[config.mk]
export PLATFORM = sky130hd
export DESIGN_NAME = fetch_unit
export DESIGN_NICKNAME = d
export VERILOG_FILES = /design/src/rtl/fetch_unit.sv
export SDC_FILE = /design/constraint.sdc
export NUM_CORES = 1
export LEC_CHECK = 0
export BUFFER_PORTS_ARGS = -buffer_cell sky130_fd_sc_hd__buf_2
export CORE_UTILIZATION = 42
export CTS_BUF_LIST = sky130_fd_sc_hd__clkbuf_16
export DETAILED_ROUTE_END_ITERATION = 6
export SETUP_SLACK_MARGIN = 0.2
export SYNTH_ARGS = -nofsm -noshare
export SYNTH_HDL_FRONTEND = slang
export SYNTH_SLANG_ARGS = --single-unit
export TNS_END_PERCENT = 50
[constraint.sdc]
create_clock -name Clk -period 9.2 [get_ports Clk]
set_clock_uncertainty 0.1 [all_clocks]
set_input_delay 1.84 -clock Clk [delete_from_list [all_inputs] [get_ports Clk]]
set_output_delay 1.84 -clock Clk [all_outputs]
set_load 0.05 [all_outputs]
[src/rtl/fetch_unit.sv]
// Instruction-fetch front end: owns the fetch PC, issues one word request at a
// time to instruction memory over a req/ack handshake, and buffers returned
// words (tagged with their PC) in a small prefetch queue for decode.
//
// Ports:
//   Clk, reset          clock; synchronous active-high reset
//   redirect/_pc        taken branch/jump and its target (flushes the queue)
//   mem_req/mem_addr    registered fetch request; address stable while req=1
//   mem_ack/mem_rdata   response strobe and word, sampled only while mem_req=1
//   inst_valid/_ready   head-of-queue handshake to the consumer
//   inst_data/inst_pc   head entry (combinational from the queue)
//   fetch_pc            next address to be requested
module fetch_unit #(
    parameter int unsigned ADDR_W = 32,
    parameter int unsigned DATA_W = 32,
    parameter logic [ADDR_W-1:0] RESET_VEC = '0,
    parameter int unsigned QDEPTH = 4,
    parameter int unsigned INC = 4
) (
    input  logic              Clk,
    input  logic              reset,
    input  logic              redirect,
    input  logic [ADDR_W-1:0] redirect_pc,
    output logic              mem_req,
    output logic [ADDR_W-1:0] mem_addr,
    input  logic              mem_ack,
    input  logic [DATA_W-1:0] mem_rdata,
    output logic              inst_valid,
    input  logic              inst_ready,
    output logic [DATA_W-1:0] inst_data,
    output logic [ADDR_W-1:0] inst_pc,
    output logic [ADDR_W-1:0] fetch_pc
);

    localparam int unsigned PTR_W   = $clog2(QDEPTH);
    localparam int unsigned CNT_W   = PTR_W + 1;
    localparam int unsigned INC_LSB = $clog2(INC);
    localparam logic [ADDR_W-1:0] ALIGN_MASK = ~((ADDR_W'(1) << INC_LSB) - ADDR_W'(1));
    localparam logic [ADDR_W-1:0] INC_A      = ADDR_W'(INC);
    localparam logic [CNT_W-1:0]  FULL_CNT   = CNT_W'(QDEPTH);

    typedef enum logic [1:0] {
        S_IDLE  = 2'd0,
        S_WAIT  = 2'd1,
        S_FLUSH = 2'd2
    } state_t;

    state_t state, state_nxt;

    logic [DATA_W-1:0] q_data [QDEPTH];
    logic [ADDR_W-1:0] q_pc   [QDEPTH];
    logic [PTR_W-1:0]  rd_ptr, wr_ptr;
    logic [CNT_W-1:0]  count, count_after;

    logic              ack_live, do_push, do_pop, room;
    logic [ADDR_W-1:0] redirect_tgt, seq_pc;
    logic              req_nxt;
    logic [ADDR_W-1:0] addr_nxt, fetch_pc_nxt;

    // Redirect voids any push/pop in its cycle; the queue is cleared instead.
    assign ack_live     = mem_req & mem_ack;
    assign inst_valid   = (count != '0);
    assign do_pop       = inst_valid & inst_ready & ~redirect;
    assign do_push      = (state == S_WAIT) & ack_live & ~redirect;
    assign count_after  = count + CNT_W'(do_push) - CNT_W'(do_pop);
    assign room         = (count < FULL_CNT);
    assign redirect_tgt = redirect_pc & ALIGN_MASK;
    assign seq_pc       = mem_addr + INC_A;
    assign inst_data    = q_data[rd_ptr];
    assign inst_pc      = q_pc[rd_ptr];

    // State register.
    always_ff @(posedge Clk) begin
        if (reset) state <= S_IDLE;
        else       state <= state_nxt;
    end

    // Next-state logic.
    always_comb begin
        state_nxt = state;
        case (state)
            S_IDLE: begin
                if (redirect || room) state_nxt = S_WAIT;
            end
            S_WAIT: begin
                if (ack_live) begin
                    // Keep streaming while a slot remains for the next request.
                    if (!redirect && (count_after >= FULL_CNT)) state_nxt = S_IDLE;
                end else if (redirect) begin
                    state_nxt = S_FLUSH;
                end
            end
            S_FLUSH: begin
                if (ack_live) state_nxt = S_IDLE;
            end
            default: state_nxt = S_IDLE;
        endcase
    end

    // Next values of the registered request and fetch PC.
    always_comb begin
        req_nxt      = mem_req;
        addr_nxt     = mem_addr;
        fetch_pc_nxt = redirect ? redirect_tgt : fetch_pc;
        case (state)
            S_IDLE: begin
                if (redirect) begin
                    req_nxt  = 1'b1;
                    addr_nxt = redirect_tgt;
                end else if (room) begin
                    req_nxt  = 1'b1;
                    addr_nxt = fetch_pc;
                end
            end
            S_WAIT: begin
                if (ack_live) begin
                    if (redirect) begin
                        req_nxt  = 1'b1;
                        addr_nxt = redirect_tgt;
                    end else begin
                        fetch_pc_nxt = seq_pc;
                        if (count_after < FULL_CNT) begin
                            req_nxt  = 1'b1;
                            addr_nxt = seq_pc;
                        end else begin
                            req_nxt = 1'b0;
                        end
                    end
                end
                // Without ack the request holds its old address, even under redirect.
            end
            S_FLUSH: begin
                if (ack_live) req_nxt = 1'b0;
            end
            default: req_nxt = 1'b0;
        endcase
    end

    // Request, fetch PC and queue bookkeeping registers.
    always_ff @(posedge Clk) begin
        if (reset) begin
            mem_req  <= 1'b0;
            mem_addr <= RESET_VEC;
            fetch_pc <= RESET_VEC;
            rd_ptr   <= '0;
            wr_ptr   <= '0;
            count    <= '0;
        end else begin
            mem_req  <= req_nxt;
            mem_addr <= addr_nxt;
            fetch_pc <= fetch_pc_nxt;
            if (redirect) begin
                rd_ptr <= '0;
                wr_ptr <= '0;
                count  <= '0;
            end else begin
                if (do_push) wr_ptr <= wr_ptr + PTR_W'(1);
                if (do_pop)  rd_ptr <= rd_ptr + PTR_W'(1);
                count <= count_after;
            end
        end
    end

    // Queue storage; contents are don't-care until written.
    always_ff @(posedge Clk) begin
        if (do_push) begin
            q_data[wr_ptr] <= mem_rdata;
            q_pc[wr_ptr]   <= mem_addr;
        end
    end

endmodule

==> summary.txt <==
Finish
  • # diodes: 0
  • Nets: between 1000 and 1500
  • Layout area overhead: 18.4%
  • Non-filler instance count after layout: 1554
  • Commonest non-fill, non-tap cell in the layout: edfxtp_1
  • Share of cells above drive strength 1: 0.307
  • Final core occ: 0.509
  • Most frequent cells in the layout: 256 x edfxtp_1, 196 x buf_2, 74 x dfxtp_1

Critical path
  • Startpoint Class: input pin
  • Slowest CP cell: buf_4
  • Worst setup path class: input pin to flip-flop
  • Crit path arrival time: 5.57 ns
  • Element type at the critical path end: flip-flop
  • Worst path depth: 14
  • Critical path buffers and inverters: 5
  • Cell chain of the critical path: buf_2 > buf_4 > inv_1 > and3_1 > ha_1 > inv_1 > ha_1 > fa_1 > xor2_1 > or4_1 > nand3_1 > buf_4 > a2111o_1 > o211ai_1
  • Max incr delay on CP: between 0.5 and 0.6 ns
  • Worst Reg2Reg Path Length in Cells: 12
  • Required @ worst endpoint: 9.54 ns
  • Critical-path maximum fanout: 60
  • CP delay by family, top: buffers and inverters

Clock network
  • CTS Hold Bufs: 0
  • Total CTS buffers: 36
  • CTS max path bufs: 3
  • Clk slew on worst S/H paths: 0.06 ns
  • Depth of the CTS H-tree: 2
  • CTS tree: done
  • Post_cts resized: 0
  • Clock sink count: 332
  • Post-CTS Setup Bufs: 0
  • Worst-Skew Late Latency: 0.52 ns
  • Root buffer cell: clkbuf_16

STA
  • Relative slew margins: 0.262
  • Final setup violation count: 0
  • RSZ-0062 raised after global routing: no
  • Fmax: 191 MHz
  • Slew @ Worst Pin: approximately 1.1 ns
  • Final period util: 0.568
  • Setup tns final: 0 ns
  • Worst setup margin: about 4.0 ns
  • Final Hold Vio Count: 0
  • Fin crit period: 5.23 ns
  • Max-slew violations: 0

Power and ir drop
  • Leak pwr: 5.58 nW
  • VDD IR max: approximately 0.12 mV
  • Pwr Density: ~210 mW/mm^2
  • P_sw: 854 uW
  • Seq pwr share: 0.503
  • Clk pwr share: 0.407
  • Total power: 3.41 mW
  • Net Sw Frac: 0.251
  • Comb pwr share: 0.090
  • P_int: 2.55 mW

Drt
  • DR pass1 iterations: 5
  • Drt wl/cell: between 20 and 25 um
  • DRT iter0 DRCs: 665
  • Routed vias: 8676
  • DR DRC count: 0
  • Antenna Nets Post-Route: 0
  • Post-DR vias/cell: 5.58
  • Final WL: 32900 um

Synth
  • Area leader, netlist: edfxtp_1
  • Syn_area_per_cell: about 15 um^2
  • Number of synthesized flops with an enable pin: 256
  • Seq cells post-synth: 332
  • Synth area leaders: edfxtp_1 56%, dfxtp_1 11%, mux4_2 11%, nand2_1 1.7%, nor2_1 1.6%
  • Ys flop type: edfxtp_1
  • Synth cell types: 68
  • Cells after Synth: approximately 900
  • Seq/Total Area, Yosys: 0.674
  • Synthesized cell area: roughly 0.014 mm^2
  • Syn. warnings: 0
  • Syn_nets: 980
  • Async SR Flop Fraction: 0
  • Yosys top cell area share: 0.562

Die
  • Ports: 199
  • Core ar.: approximately 0.032 mm^2
  • Die Y-Extent: 182 um
  • Starting density of the core: 0.430
  • Die area: 0.0333 mm^2
  • Die width: between 150 and 200 um
  • Row count: 65

GRT
  • Global-route wire length before repair: 50900 um
  • Antenna violations before repair: 0
  • Vias in the first global route: 8489
  • Total GRT Usage: 0.200
  • Grt total ovfl: 0
  • Largest net degree at the start of global routing: 78

Placement
  • Dpl cells: ~1500
  • Number of I/O port buffers: 196
  • Post-Place Setup Slack: 3.53 ns
  • Global placement routability congestion: 0.827
  • HPWL after detailed placement: 19700 um

Run status
  • Status: complete, no violations

Worst hold path
  • Worst hold path type: flip-flop to flip-flop
  • Hold Crit Depth: 2

Flow run
  • Max-Cap Viols: 0
-- sequential cells by signal, indices dropped and copies added (netlist names), named ones only --
signal,count
q_pc,128
mem_addr,32
mem_req,1
fetch_pc,32
q_data,128
wr_ptr,2
count,3
state,2
rd_ptr,2
-- per-layer routing --
layer | wire [um] | part of all wire | global-route usage | vias up
met5 | 0 | 0 | 0 | -
met4 | 597 | 0.018 | 0.0575 | 0
met3 | 2170 | 0.066 | 0.0357 | 45
met2 | 15000 | 0.46 | 0.307 | 336
met1 | 15100 | 0.46 | 0.293 | 4341
li1 | - | - | - | 3954
-- area by class of cell --
| type | instances | area, um^2 |
|---|---|---|
| Tap cell | 435 | 544 |
| Multi-Input combinational cell | 496 | 4170 |
| Timing Repair Buffer | 207 | 1060 |
| Inverter | 18 | 67.6 |
| Sequential cell | 332 | 9220 |
| Fill cell | 2737 | 15600 |
| Clock buffer | 37 | 926 |
| Clock inverter | 29 | 209 |
-- power groups by stage --
stage,registers (mW),clock network [mW],logic (mW)
detailed placement,1.75,0,0.306
finish,1.71,1.39,0.308
global placement,1.74,0,0.304
global route,1.72,1.48,0.329
floorplan,1.80,0,0.142
CTS,1.71,1.42,0.307
-- synth_stat cells (6+ instances only) --
| cell | n |
|---|---|
| a211oi_1 | 7 |
| a21oi_1 | 35 |
| a22oi_1 | 11 |
| a311oi_1 | 6 |
| a31oi_1 | 7 |
| and2_1 | 10 |
| buf_2 | 17 |
| clkbuf_1 | 35 |
| dfxtp_1 | 76 |
| edfxtp_1 | 256 |
| ha_1 | 7 |
| inv_1 | 18 |
| mux4_2 | 64 |
| nand2_1 | 61 |
| nand2b_1 | 6 |
| nand3_1 | 18 |
| nand4_1 | 12 |
| nor2_1 | 59 |
| nor3_1 | 12 |
| o211ai_1 | 7 |
| o21ai_0 | 28 |
| o22ai_1 | 12 |
| o32ai_1 | 8 |
| xnor2_1 | 14 |
| xor2_1 | 15 |
-- worst reg2reg max path, stage by stage, from the launching register on --
cell and delay, ns:
dfxtp_1 0.34, or3_1 0.42, and3_1 0.25, ha_1 0.28
inv_1 0.04, ha_1 0.18, fa_1 0.37, xor2_1 0.27
or4_1 0.17, nand3_1 0.48, buf_4 0.42, a2111o_1 0.40
o211ai_1 0.15
-- through the flow --
| stage | hold slack, ns | cell area (um^2) |
|---|---|---|
| after detailed placement | 0.377 | 15100 |
| after global placement | 0.370 | 15100 |
| after floorplan | 0.369 | 13700 |
| after CTS | 0.388 | 16200 |
| final | 0.385 | 16200 |
| after global routing | 0.410 | 16200 |
-- cell families (layout without fill, tap and decap cells) --
logic type      after synthesis  count (layout)  synth area share
buf+inv                      75             291            0.0224
mux                          64              64             0.105
flops                       332             332             0.674
simple gates                223             223            0.0842
xor+xnor                     29              29            0.0186
fa+ha+maj                     8               8           0.00787
compound gates              172             172            0.0879
-- worst paths after layout --
| path | from | endpoint | slack [ns] |
|---|---|---|---|
| worst min register to register | fetch_pc[0]$_SDFF_PP0_ | fetch_pc[0]$_SDFF_PP0_ | 0.38 |
| worst min-delay path | fetch_pc[0]$_SDFF_PP0_ | fetch_pc[0]$_SDFF_PP0_ | 0.38 |
| worst max-delay path | redirect | mem_addr[22]$_SDFFE_PP0P_ | 3.97 |
| worst max register to register | count[2]$_SDFF_PP0_ | mem_addr[22]$_SDFFE_PP0P_ | 5.25 |
No activity file was read; power rests on OpenSTA's default activity.
